[src/rtl/synth_pkg.sv]
// Shared constants and types for the instrument sample playback path.
// Sample ROMs hold 48001 signed 24-bit entries; envelope unity gain is 256.
package synth_pkg;

  localparam int SAMPLE_LAST_ADDR = 48000;
  localparam int SAMPLE_ADDR_W    = 17;
  localparam int SAMPLE_DATA_W    = 24;
  localparam int ENV_UNITY        = 256;

  typedef logic signed [SAMPLE_DATA_W-1:0] sample_t;

  typedef enum logic [1:0] {
    IDLE,
    FETCH,
    PRESENT
  } player_state_e;

endpackage

[src/rtl/sample_player_if.sv]
// ROM read bus plus the valid/ready sample stream leaving the player.
// master = player side, slave = ROM and audio sink side.
interface sample_player_if
  import synth_pkg::*;
#(
  parameter int ADDR_W = SAMPLE_ADDR_W,
  parameter int DATA_W = SAMPLE_DATA_W
);

  logic [ADDR_W-1:0] rom_addr;
  logic [DATA_W-1:0] rom_data;
  logic [DATA_W-1:0] sample_out;
  logic              sample_valid;
  logic              sample_ready;

  modport master (
    output rom_addr,
    input  rom_data,
    output sample_out,
    output sample_valid,
    input  sample_ready
  );

  modport slave (
    input  rom_addr,
    output rom_data,
    input  sample_out,
    input  sample_valid,
    output sample_ready
  );

endinterface

[src/rtl/env_scale.sv]
// Registered envelope gain: o_sample = (i_data * i_env) >>> SHIFT, captured on i_en.
// i_env is unsigned and never exceeds unity, so the kept bits are exact.
module env_scale
  import synth_pkg::*;
#(
  parameter int DATA_W = SAMPLE_DATA_W,
  parameter int ENV_W  = 9,
  parameter int SHIFT  = 8
) (
  input  logic                     clk,
  input  logic                     rst_n,
  input  logic                     i_en,
  input  logic signed [DATA_W-1:0] i_data,
  input  logic        [ENV_W-1:0]  i_env,
  output logic signed [DATA_W-1:0] o_sample
);

  localparam int PROD_W = DATA_W + ENV_W + 1;

  logic signed [PROD_W-1:0] w_prod;
  logic signed [DATA_W-1:0] r_sample;
  logic                     w_unused_bits;

  // Zero-extend the envelope before the signed multiply so 256 stays positive.
  assign w_prod = i_data * $signed({1'b0, i_env});
  assign w_unused_bits = ^{w_prod[PROD_W-1:SHIFT+DATA_W], w_prod[SHIFT-1:0]};

  always_ff @(posedge clk or negedge rst_n) begin
    if (!rst_n) begin
      r_sample <= '0;
    end else if (i_en) begin
      r_sample <= w_prod[SHIFT +: DATA_W];
    end
  end

  assign o_sample = r_sample;

endmodule

[src/rtl/sample_player.sv]
// Sample ROM read controller: phase-accumulator pitch, sustain loop, linear
// release envelope and a valid/ready output stage.
module sample_player
  import synth_pkg::*;
#(
  parameter int ADDR_W    = SAMPLE_ADDR_W,
  parameter int DATA_W    = SAMPLE_DATA_W,
  parameter int LAST_ADDR = SAMPLE_LAST_ADDR,
  parameter int FRAC_W    = 8,
  parameter int STEP_W    = 16,
  parameter int ENV_W     = 9,
  parameter int ROM_LAT   = 1
) (
  input  logic              clk,
  input  logic              reset_n,
  input  logic              note_on,
  input  logic              note_off,
  input  logic              loop_en,
  input  logic [ADDR_W-1:0] loop_start,
  input  logic [STEP_W-1:0] step,
  input  logic [7:0]        decay,
  output logic              busy,
  sample_player_if.master   sp
);

  localparam int PH_W   = ADDR_W + FRAC_W;
  localparam int NX_W   = PH_W + 1;
  localparam int WAIT_W = (ROM_LAT < 1) ? 1 : $clog2(ROM_LAT + 1);
  localparam logic [WAIT_W-1:0] WAIT_LAST = WAIT_W'(ROM_LAT);

  player_state_e     r_state;
  logic [PH_W-1:0]   r_phase;
  logic [ENV_W-1:0]  r_env;
  logic              r_releasing;
  logic [WAIT_W-1:0] r_wait;
  logic              r_valid;

  logic [NX_W-1:0]   w_next;
  logic              w_past_end;
  logic [ENV_W-1:0]  w_decay;
  logic [ENV_W-1:0]  w_env_dec;
  logic              w_capture;
  logic [DATA_W-1:0] w_sample;

  // One extra bit keeps the carry out of the top address bit visible to the
  // end-of-sample compare.
  assign w_next     = NX_W'(r_phase) + NX_W'(step);
  assign w_past_end = w_next[NX_W-1:FRAC_W] > (ADDR_W + 1)'(LAST_ADDR);

  assign w_decay   = ENV_W'(decay);
  assign w_env_dec = !r_releasing        ? r_env :
                     (r_env > w_decay)   ? r_env - w_decay : '0;

  // Must mirror the FETCH branch below, including note_on priority.
  assign w_capture = (r_state == FETCH) && (r_wait == WAIT_LAST) && !note_on;

  // NOTE: every register in this block is assigned with <= so all of them
  // update from the same pre-edge values; mixing in = would order-couple them.
  always_ff @(posedge clk or negedge reset_n) begin
    if (!reset_n) begin
      r_state     <= IDLE;
      r_phase     <= '0;
      r_env       <= '0;
      r_releasing <= 1'b0;
      r_wait      <= '0;
      r_valid     <= 1'b0;
    end else if (note_on) begin
      r_state     <= FETCH;
      r_phase     <= '0;
      r_env       <= ENV_W'(ENV_UNITY);
      r_releasing <= 1'b0;
      r_wait      <= '0;
      r_valid     <= 1'b0;
    end else begin
      if (note_off && (r_state != IDLE)) begin
        r_releasing <= 1'b1;
      end
      case (r_state)
        IDLE: begin
        end
        FETCH: begin
          if (r_wait == WAIT_LAST) begin
            r_valid <= 1'b1;
            r_state <= PRESENT;
          end else begin
            r_wait <= r_wait + 1'b1;
          end
        end
        PRESENT: begin
          if (sp.sample_ready) begin
            r_valid <= 1'b0;
            r_env   <= w_env_dec;
            r_wait  <= '0;
            if (w_env_dec == '0) begin
              r_state <= IDLE;
            end else if (w_past_end && !loop_en) begin
              r_state <= IDLE;
            end else begin
              r_state <= FETCH;
              r_phase <= w_past_end ? {loop_start, w_next[FRAC_W-1:0]}
                                    : w_next[PH_W-1:0];
            end
          end
        end
        default: r_state <= IDLE;
      endcase
    end
  end

  env_scale #(
    .DATA_W (DATA_W),
    .ENV_W  (ENV_W),
    .SHIFT  (8)
  ) u_env_scale (
    .clk      (clk),
    .rst_n    (reset_n),
    .i_en     (w_capture),
    .i_data   ($signed(sp.rom_data)),
    .i_env    (r_env),
    .o_sample (w_sample)
  );

  assign sp.rom_addr     = r_phase[FRAC_W +: ADDR_W];
  assign sp.sample_out   = w_sample;
  assign sp.sample_valid = r_valid;
  assign busy            = (r_state != IDLE);

endmodule
[src/flat_wrapper.sv]
// flat-port wrapper written by rule: the top's interface ports become plain ports
module sample_player_flat import synth_pkg::*;
#(
  parameter int ADDR_W    = SAMPLE_ADDR_W,
  parameter int DATA_W    = SAMPLE_DATA_W,
  parameter int LAST_ADDR = SAMPLE_LAST_ADDR,
  parameter int FRAC_W    = 8,
  parameter int STEP_W    = 16,
  parameter int ENV_W     = 9,
  parameter int ROM_LAT   = 1
)
  (clk, reset_n, note_on, note_off, loop_en, loop_start, step, decay, busy, sp_rom_addr, sp_rom_data, sp_sample_out, sp_sample_valid, sp_sample_ready);
  sample_player_if #(.ADDR_W(ADDR_W), .DATA_W(DATA_W)) sp_i ();
  input  logic clk;
  input  logic reset_n;
  input  logic note_on;
  input  logic note_off;
  input  logic loop_en;
  input  logic [ADDR_W-1:0] loop_start;
  input  logic [STEP_W-1:0] step;
  input  logic [7:0] decay;
  output logic busy;
  output wire logic [$bits(sp_i.rom_addr)-1:0] sp_rom_addr;
  input wire logic [$bits(sp_i.rom_data)-1:0] sp_rom_data;
  output wire logic [$bits(sp_i.sample_out)-1:0] sp_sample_out;
  output wire logic [$bits(sp_i.sample_valid)-1:0] sp_sample_valid;
  input wire logic [$bits(sp_i.sample_ready)-1:0] sp_sample_ready;
  assign sp_rom_addr = sp_i.rom_addr;
  assign sp_i.rom_data = sp_rom_data;
  assign sp_sample_out = sp_i.sample_out;
  assign sp_sample_valid = sp_i.sample_valid;
  assign sp_i.sample_ready = sp_sample_ready;
  sample_player #(.ADDR_W(ADDR_W), .DATA_W(DATA_W), .LAST_ADDR(LAST_ADDR), .FRAC_W(FRAC_W), .STEP_W(STEP_W), .ENV_W(ENV_W), .ROM_LAT(ROM_LAT)) u_core (.clk(clk), .reset_n(reset_n), .note_on(note_on), .note_off(note_off), .loop_en(loop_en), .loop_start(loop_start), .step(step), .decay(decay), .busy(busy), .sp(sp_i));
endmodule
[config.mk]
export PLATFORM = sky130hd
export DESIGN_NAME = sample_player_flat
export DESIGN_NICKNAME = d
export VERILOG_FILES = /design/src/rtl/synth_pkg.sv /design/src/rtl/sample_player_if.sv /design/src/rtl/env_scale.sv /design/src/rtl/sample_player.sv /design/src/flat_wrapper.sv
export SDC_FILE = /design/constraint.sdc
export NUM_CORES = 1
export LEC_CHECK = 0
export CAP_MARGIN = 20
export CORE_MARGIN = 4
export CORE_UTILIZATION = 28
export CTS_CLUSTER_DIAMETER = 50
export DETAILED_ROUTE_END_ITERATION = 10
export DONT_BUFFER_PORTS = 1
export PLACE_DENSITY = 0.53
export SLEW_MARGIN = 20
export SYNTH_ARGS = -nofsm -noshare
export SYNTH_HDL_FRONTEND = slang
export SYNTH_SLANG_ARGS = --single-unit
[constraint.sdc]
create_clock -name clk -period 7.3 [get_ports clk]
set_clock_uncertainty 0.2 [all_clocks]
set_input_delay 1.095 -clock clk [delete_from_list [all_inputs] [get_ports clk]]
set_output_delay 1.095 -clock clk [all_outputs]
set_load 0.03 [all_outputs]
==> impl_metrics.prom, run 1 <==
# TYPE chip_impl_metric gauge
chip_impl_info{name="yosys-top-cells-area",value="fa_1 (30%), dfrtp_1 (14%), ha_1 (9.8%)"} 1
chip_impl_info{name="worst_path_most_repeated_cell",value="fa_1"} 1
chip_impl_metric{name="num-nets-final",unit=""} 1586
chip_impl_info{name="critical_path.cell_chain",value="nand2_1 > fa_1 > inv_1 > fa_1 > fa_1 > fa_1 > inv_1 > fa_1 > inv_1 > ha_1 > a21o_1 > a21o_1 > a21o_1 > a311oi_1 > o21ai_0 > a21o_1 > a311o_1 > or3_1 > and3_1 > o31ai_1"} 1
chip_impl_metric{name="leakagePower",unit="nW"} 6.03
chip_impl_metric{name="clkSinkCount",unit=""} 63
chip_impl_metric{name="hold_buffers",unit=""} 0
chip_impl_metric{name="numCtsBuffers",unit=""} 9
chip_impl_info{name="rsz0062_at_grt",value="no"} 1
chip_impl_info{name="crit_path_end",value="u_core.u_env_scale.o_sample[16]"} 1
chip_impl_metric{name="placed_area",unit="sq mm"} 0.0118
chip_impl_metric{name="syn_avg_cell_area",unit="sq um"} 8.78
chip_impl_metric{name="place_congestion",unit=""} 0.823
chip_impl_metric{name="met2_wirelength",unit="um"} 14900
chip_impl_metric{name="route.detailed.drc",unit=""} 0
chip_impl_metric{name="synth-edff-count",unit=""} 0
chip_impl_metric{name="finish.instance_area",unit="sq mm"} 0.0121
chip_impl_metric{name="crit_arrival",unit="ns"} 6.88
chip_impl_metric{name="maxCapViolations",unit=""} 0
chip_impl_metric{name="grt_antenna_before_repair",unit=""} 1
chip_impl_metric{name="first_pass_grt_wire_length",unit="um"} 50400
chip_impl_metric{name="pin_count",unit=""} 114
chip_impl_info{name="timing.critical_path.max_delay_family",value="adder cells"} 1
chip_impl_metric{name="vias",unit=""} 8706
chip_impl_metric{name="post-dp-hpwl",unit="um"} 24600
chip_impl_metric{name="post_route_cells_drive_above_1_share",unit=""} 0.0422
chip_impl_metric{name="finalMaxSlewViolations",unit=""} 0
chip_impl_metric{name="cts-htree-levels",unit=""} 3
chip_impl_metric{name="fp-row-count",unit=""} 73
chip_impl_metric{name="route.antenna.remaining_nets",unit=""} 0
chip_impl_metric{name="dieWidth",unit="um"} 210
chip_impl_metric{name="grt_start_max_net_pins",unit=""} 64
chip_impl_metric{name="grt_util_all_layers",unit=""} 0.142
chip_impl_metric{name="floorplan.initialDensity",unit=""} 0.285
chip_impl_metric{name="postSynth.asyncResetShare",unit=""} 1.00
chip_impl_info{name="regToRegEndpoint",value="u_core.u_env_scale.o_sample[16]"} 1
chip_impl_info{name="critPathLaunch",value="u_core.r_env[1]"} 1
chip_impl_metric{name="core-area",unit="sq mm"} 0.0401
chip_impl_metric{name="cts-resized-gates",unit=""} 0
chip_impl_metric{name="max_stage_delay",unit="ns"} 0.85
chip_impl_metric{name="die_height",unit="um"} 210
chip_impl_metric{name="finalWorstSetupSlack",unit="ns"} 0.455
chip_impl_metric{name="place_worst_setup_slack",unit="ns"} 0.306
chip_impl_metric{name="synth_largest_type_area_fraction",unit=""} 0.301
chip_impl_metric{name="final_critical_period",unit="ns"} 6.84
chip_impl_metric{name="synth.yosys.seq_area_share",unit=""} 0.138
chip_impl_metric{name="worst_ep_required",unit="ns"} 7.33
chip_impl_metric{name="post-cts-setup-buffers",unit=""} 0
chip_impl_info{name="synth_top_area_cell",value="fa_1"} 1
chip_impl_metric{name="worst_setup_hold_path_clk_slew",unit="ns"} 0.06
chip_impl_info{name="hold_path_class",value="in2async"} 1
chip_impl_metric{name="drt_first_pass_iters",unit=""} 5
chip_impl_info{name="maxUsedRoutingLayer",value="met5"} 1
chip_impl_info{name="worst_setup_path_end_kind",value="flip-flop"} 1
chip_impl_metric{name="totalWireLength",unit="um"} 30800
chip_impl_metric{name="clock_insertion_delay_worst_skew",unit="ns"} 0.33
chip_impl_metric{name="critical_path_peak_fanout",unit=""} 18
chip_impl_metric{name="slew_headroom",unit=""} 0.286
chip_impl_metric{name="via_per_inst",unit=""} 4.89
chip_impl_metric{name="grt_overflow",unit=""} 0
chip_impl_metric{name="met3WireLength",unit="um"} 1950
chip_impl_info{name="timing.critical_path.slowest_stage_cell",value="dfrtp_1"} 1
chip_impl_metric{name="cell_variety_after_synth",unit=""} 81
chip_impl_metric{name="synth.ff_latch_count",unit=""} 63
chip_impl_metric{name="portBuffers",unit=""} 0
chip_impl_metric{name="count_of_synthesis_stage_warnings_from_yosys",unit=""} 0
chip_impl_metric{name="timing.setup.tns",unit="ns"} 0
chip_impl_metric{name="cp_num_buf_inv",unit=""} 3
chip_impl_metric{name="ff2ff_setup_slack",unit="ns"} 0.46
chip_impl_metric{name="maximum_root_to_sink_buffer_count",unit=""} 2
chip_impl_info{name="final_cell_mix",value="inv_1 (202), nand2_1 (174), fa_1 (172)"} 1
chip_impl_info{name="mostFrequentLayoutCell",value="inv_1"} 1
chip_impl_metric{name="achievable-frequency",unit="MHz"} 146
chip_impl_metric{name="netlist_area",unit="sq mm"} 0.0114
chip_impl_metric{name="fillerInstances",unit=""} 4187
chip_impl_metric{name="timing.critical_path.depth",unit=""} 20
chip_impl_metric{name="setup_violations",unit=""} 0
chip_impl_metric{name="die_area",unit="sq mm"} 0.0441
chip_impl_metric{name="drt-wirelength-per-cell",unit="um"} 17.3
chip_impl_metric{name="met1Wirelength",unit="um"} 13400
chip_impl_info{name="timing_worst_setup_path_type",value="reg2reg"} 1
chip_impl_metric{name="worstMarginPinSlew",unit="ns"} 1.07
chip_impl_metric{name="grt_pass1_vias",unit=""} 8977
chip_impl_metric{name="timing_hold_violations_final",unit=""} 0
chip_impl_info{name="crit-reg2reg-launch",value="u_core.r_env[1]"} 1
chip_impl_info{name="startpoint_type",value="flip-flop"} 1
chip_impl_metric{name="postSynthCellCount",unit=""} 1303
chip_impl_metric{name="power_density",unit="mW/mm^2"} 109
chip_impl_info{name="cts_root_buf",value="clkbuf_16"} 1
chip_impl_metric{name="syn2layout_area_growth",unit="%"} 6.08
chip_impl_info{name="clock_tree_from_tritoncts",value="built"} 1
chip_impl_metric{name="drt-initial-drc-count",unit=""} 439
chip_impl_metric{name="synth.net_count",unit=""} 1636
chip_impl_metric{name="vdd_drop_max",unit="mV"} 0.0821
chip_impl_metric{name="worst_reg2reg_path_depth",unit=""} 20
chip_impl_info{name="run_status",value="finished, final reports clean"} 1
chip_impl_metric{name="min_period_over_period",unit=""} 0.938
chip_impl_metric{name="n_antenna_cell",unit=""} 0
chip_impl_info{name="synth_ff_type",value="dfrtp_1"} 1
power by group:
group          switching, mW  internal (mW)  total (mW)
sequential             0.186          0.403       0.589
combinational          0.162          0.119       0.282
clock                  0.167          0.281       0.448
area by class of cell:
| cell class | instances | area, sq um | area share |
|---|---|---|---|
| clock buffers | 12 | 256 | 0.0211 |
| clock inverters | 3 | 42.5 | 0.00351 |
| inverters | 202 | 758 | 0.0625 |
| multi-input cells | 963 | 8740 | 0.720 |
| flip-flops and latches | 63 | 1580 | 0.130 |
| well taps | 525 | 657 | 0.0541 |
| repair buffers | 14 | 105 | 0.00866 |
worst min-delay path by stage:
stage | endpoint | slack (ns) | cells after the start
5_1_grt | u_core.r_phase[13] | 0.23 | 0
2_1_floorplan | u_core.r_phase[3] | 0.32 | 2
4_1_cts | u_core.r_phase[13] | 0.23 | 0
6_report | u_core.r_phase[13] | 0.25 | 0
3_5_place_dp | u_core.r_phase[7] | 0.33 | 2
3_3_place_gp | u_core.r_phase[4] | 0.32 | 2
sequential cells by signal, summed over array words and instances, names as in the netlist:
signal                       flops
u_core.r_phase                  25
u_core.sp.sample_valid           1
u_core.r_releasing               1
u_core.r_state                   2
u_core.r_wait                    1
u_core.u_env_scale.o_sample     24
u_core.r_env                     9
worst register-to-register path: cells and delay by family, from the launching register on:
kind / cells / cell delay (ns)
AO/OA/AOI/OAI: 8 / 1.98
adder cells (fa/ha/maj): 6 / 2.84
AND/OR/NAND/NOR: 3 / 0.72
flip-flops: 1 / 0.85
buffers and inverters: 3 / 0.15
through the flow:
step	std cells	utilization	hold WS, ns	total power [mW]
final	1782	0.303	0.251	1.32
after global routing	1782	0.303	0.232	1.40
after CTS	1782	0.303	0.230	1.34
after detailed placement	1767	0.295	0.333	0.883
after global placement	1767	0.295	0.324	0.878
after floorplan	1303	-	0.318	0.784
logic make-up (layout without fill, tap and decap cells):
kind of cell | after synthesis | after routing | share of synthesized area
AND/OR/NAND/NOR | 409 | 409 | 0.178
buffers and inverters | 277 | 231 | 0.0993
adder cells (fa/ha/maj) | 262 | 262 | 0.399
AO/OA/AOI/OAI | 230 | 230 | 0.137
flip-flops | 63 | 63 | 0.138
XOR/XNOR | 55 | 55 | 0.0421
multiplexers | 7 | 7 | 0.00624
layer usage:
layer | up-vias | track usage
met1 | 4382 | 0.190
met4 | 2 | 0.0335
met5 | - | 0
met2 | 203 | 0.234
met3 | 34 | 0.0338
li1 | 4085 | -
synth_stat cells (10+ instances only):
cell,n
xnor2_1,31
dfrtp_1,63
nand2b_1,12
clkbuf_1,41
xor2_1,24
a21oi_1,56
o21a_1,10
fa_1,172
ha_1,90
buf_4,17
nand3_1,17
and3_1,11
nor2_1,41
and2_1,109
inv_1,202
a211oi_1,13
a21o_1,19
o21ai_0,56
nand2_1,174
(Power assumes the default switching activity.)
==> inputs of run 2 (changes only) <==
Settings changed: PLACE_DENSITY 0.53 to 0.52.
==> run 2 against run 1 <==
  * Clock-buffer cell count decreased by 3
  * Routed wire length barely moved
  * Largest power group unchanged
  * Global-route usage about the same
  * Highest routed layer is now met4
==> impl_metrics.prom, run 2 (synthesized netlist as in run 1, its figures left out) <==
# TYPE chip_impl_metric gauge
chip_impl_metric{name="cp_num_buf_inv",unit=""} 3
chip_impl_info{name="clock_tree_from_tritoncts",value="built"} 1
chip_impl_metric{name="die_area",unit="sq mm"} 0.0441
chip_impl_metric{name="worst_setup_hold_path_clk_slew",unit="ns"} 0.06
chip_impl_info{name="regToRegEndpoint",value="u_core.u_env_scale.o_sample[16]"} 1
chip_impl_metric{name="route.detailed.drc",unit=""} 0
chip_impl_metric{name="num-nets-final",unit=""} 1585
chip_impl_metric{name="vias",unit=""} 8676
chip_impl_info{name="mostFrequentLayoutCell",value="inv_1"} 1
chip_impl_metric{name="leakagePower",unit="nW"} 6.05
chip_impl_metric{name="core-area",unit="sq mm"} 0.0401
chip_impl_metric{name="ff2ff_setup_slack",unit="ns"} 0.45
chip_impl_metric{name="pin_count",unit=""} 114
chip_impl_metric{name="grt_overflow",unit=""} 0
chip_impl_metric{name="route.antenna.remaining_nets",unit=""} 0
chip_impl_metric{name="clkSinkCount",unit=""} 63
chip_impl_metric{name="cts-resized-gates",unit=""} 0
chip_impl_metric{name="final_critical_period",unit="ns"} 6.85
chip_impl_info{name="register_bank_with_the_most_flops",value="u_core.r_phase"} 1
chip_impl_metric{name="setup_violations",unit=""} 0
chip_impl_metric{name="cts-htree-levels",unit=""} 3
chip_impl_info{name="run_status",value="finished, final reports clean"} 1
chip_impl_metric{name="fp-row-count",unit=""} 73
chip_impl_metric{name="post-cts-setup-buffers",unit=""} 0
chip_impl_metric{name="n_antenna_cell",unit=""} 0
chip_impl_metric{name="drt-initial-drc-count",unit=""} 427
chip_impl_metric{name="numCtsBuffers",unit=""} 9
chip_impl_metric{name="smallest_hold_slack",unit="ns"} 0.249
chip_impl_metric{name="slew_headroom",unit=""} 0.313
chip_impl_metric{name="vdd_drop_max",unit="mV"} 0.114
chip_impl_metric{name="grt_antenna_before_repair",unit=""} 0
chip_impl_info{name="critical_path.cell_chain",value="nand2_1 > fa_1 > inv_1 > fa_1 > inv_1 > fa_1 > inv_1 > fa_1 > fa_1 > ha_1 > a21o_1 > a21o_1 > a21o_1 > o21ai_0 > o21ai_0 > a21o_1 > a311o_1 > or3_1 > and3_1 > o31ai_1"} 1
chip_impl_metric{name="grt_pass1_vias",unit=""} 9104
chip_impl_info{name="worst_setup_path_end_kind",value="flip-flop"} 1
chip_impl_metric{name="post-dp-hpwl",unit="um"} 24600
chip_impl_metric{name="max_stage_delay",unit="ns"} 0.86
chip_impl_info{name="final_cell_mix",value="inv_1 (202), nand2_1 (174), fa_1 (172)"} 1
chip_impl_metric{name="grt_start_max_net_pins",unit=""} 64
chip_impl_info{name="hold_path_class",value="in2async"} 1
chip_impl_metric{name="worst_reg2reg_path_depth",unit=""} 20
chip_impl_info{name="crit-reg2reg-launch",value="u_core.r_env[1]"} 1
chip_impl_metric{name="hold_buffers",unit=""} 0
chip_impl_info{name="worst_path_most_repeated_cell",value="fa_1"} 1
chip_impl_metric{name="final_cell_count_no_fill",unit=""} 1782
chip_impl_metric{name="power_density",unit="mW/mm^2"} 113
chip_impl_metric{name="min_period_over_period",unit=""} 0.938
chip_impl_metric{name="maximum_root_to_sink_buffer_count",unit=""} 2
chip_impl_metric{name="timing.critical_path.depth",unit=""} 20
chip_impl_metric{name="finalWorstSetupSlack",unit="ns"} 0.454
chip_impl_metric{name="clock_insertion_delay_worst_skew",unit="ns"} 0.34
chip_impl_info{name="rsz0062_at_grt",value="no"} 1
chip_impl_metric{name="worstMarginPinSlew",unit="ns"} 1.03
chip_impl_metric{name="timing_hold_violations_final",unit=""} 0
chip_impl_metric{name="die_height",unit="um"} 210
chip_impl_info{name="cts_root_buf",value="clkbuf_16"} 1
chip_impl_metric{name="floorplan.initialDensity",unit=""} 0.285
chip_impl_metric{name="place_worst_setup_slack",unit="ns"} 0.313
chip_impl_metric{name="syn2layout_area_growth",unit="%"} 6.42
chip_impl_metric{name="grt_util_all_layers",unit=""} 0.142
chip_impl_metric{name="critical_path_peak_fanout",unit=""} 18
chip_impl_metric{name="place_congestion",unit=""} 0.835
chip_impl_metric{name="maxCapViolations",unit=""} 0
chip_impl_info{name="timing.critical_path.max_delay_family",value="adder cells"} 1
chip_impl_metric{name="finalMaxSlewViolations",unit=""} 0
chip_impl_metric{name="portBuffers",unit=""} 0
chip_impl_metric{name="post_route_cells_drive_above_1_share",unit=""} 0.0430
chip_impl_metric{name="via_per_inst",unit=""} 4.87
chip_impl_metric{name="dpl.cell_count",unit=""} 1766
chip_impl_metric{name="dieWidth",unit="um"} 210
chip_impl_metric{name="largest_reg_flops",unit=""} 25
chip_impl_info{name="startpoint_type",value="flip-flop"} 1
chip_impl_info{name="timing.critical_path.slowest_stage_cell",value="dfrtp_1"} 1
chip_impl_metric{name="first_pass_grt_wire_length",unit="um"} 50600
chip_impl_metric{name="totalWireLength",unit="um"} 30900
chip_impl_metric{name="achievable-frequency",unit="MHz"} 146
chip_impl_metric{name="drt-wirelength-per-cell",unit="um"} 17.3
chip_impl_metric{name="drt_first_pass_iters",unit=""} 5
chip_impl_metric{name="post-route-util",unit=""} 0.304
chip_impl_metric{name="worst_ep_required",unit="ns"} 7.34
chip_impl_info{name="timing_worst_setup_path_type",value="reg2reg"} 1
chip_impl_metric{name="crit_arrival",unit="ns"} 6.89
chip_impl_metric{name="timing.setup.tns",unit="ns"} 0
==> run 2: area by class of cell <==
type,instances,area (sq um)
well taps,525,657
flip-flops and latches,63,1580
repair buffers,13,97.6
clock inverters,7,121
clock buffers,9,225
fillers,4242,27900
inverters,202,758
multi-input cells,963,8740
==> run 2: worst max-delay path by stage <==
stage / from / end / slack (ns)
6_report: u_core.r_env[1] / u_core.u_env_scale.o_sample[16] / 0.45
5_1_grt: u_core.r_env[1] / u_core.u_env_scale.o_sample[22] / 0.16
4_1_cts: u_core.r_env[1] / u_core.u_env_scale.o_sample[16] / 0.40
3_5_place_dp: sp_rom_data[11] / u_core.u_env_scale.o_sample[16] / 0.31
3_3_place_gp: sp_rom_data[11] / u_core.u_env_scale.o_sample[16] / 0.43
2_1_floorplan: sp_rom_data[11] / u_core.u_env_scale.o_sample[16] / 0.43
==> run 2: worst reg2reg max path: stages (launching register included) <==
cell     delay, ns
dfrtp_1       0.86
nand2_1       0.18
fa_1          0.56
inv_1         0.05
fa_1          0.49
inv_1         0.05
fa_1          0.53
inv_1         0.05
fa_1          0.49
fa_1          0.42
ha_1          0.34
a21o_1        0.18
a21o_1        0.17
a21o_1        0.19
o21ai_0       0.25
o21ai_0       0.31
a21o_1        0.30
a311o_1       0.40
or3_1         0.33
and3_1        0.19
o31ai_1       0.22
==> run 2: per-layer routing <==
layer | share of wire | track usage | wire, um
met1 | 0.44 | 0.187 | 13500
met2 | 0.49 | 0.241 | 15000
met3 | 0.061 | 0.0350 | 1890
met4 | 0.017 | 0.0299 | 533
met5 | 0 | 0 | 0
==> run 2: report_power, final <==
part / internal, mW / total [mW] / switching, mW
combinational: 0.119 / 0.279 / 0.160
clock: 0.335 / 0.513 / 0.179
sequential: 0.403 / 0.589 / 0.186
total: 0.857 / 1.38 / 0.524
==> run 2: through the flow <==
step           total power [mW]  cell area [sq um]
2_1_floorplan             0.784              11400
3_3_place_gp              0.879              11800
3_5_place_dp              0.882              11800
4_1_cts                    1.41              12200
5_1_grt                    1.47              12200
6_report                   1.38              12200
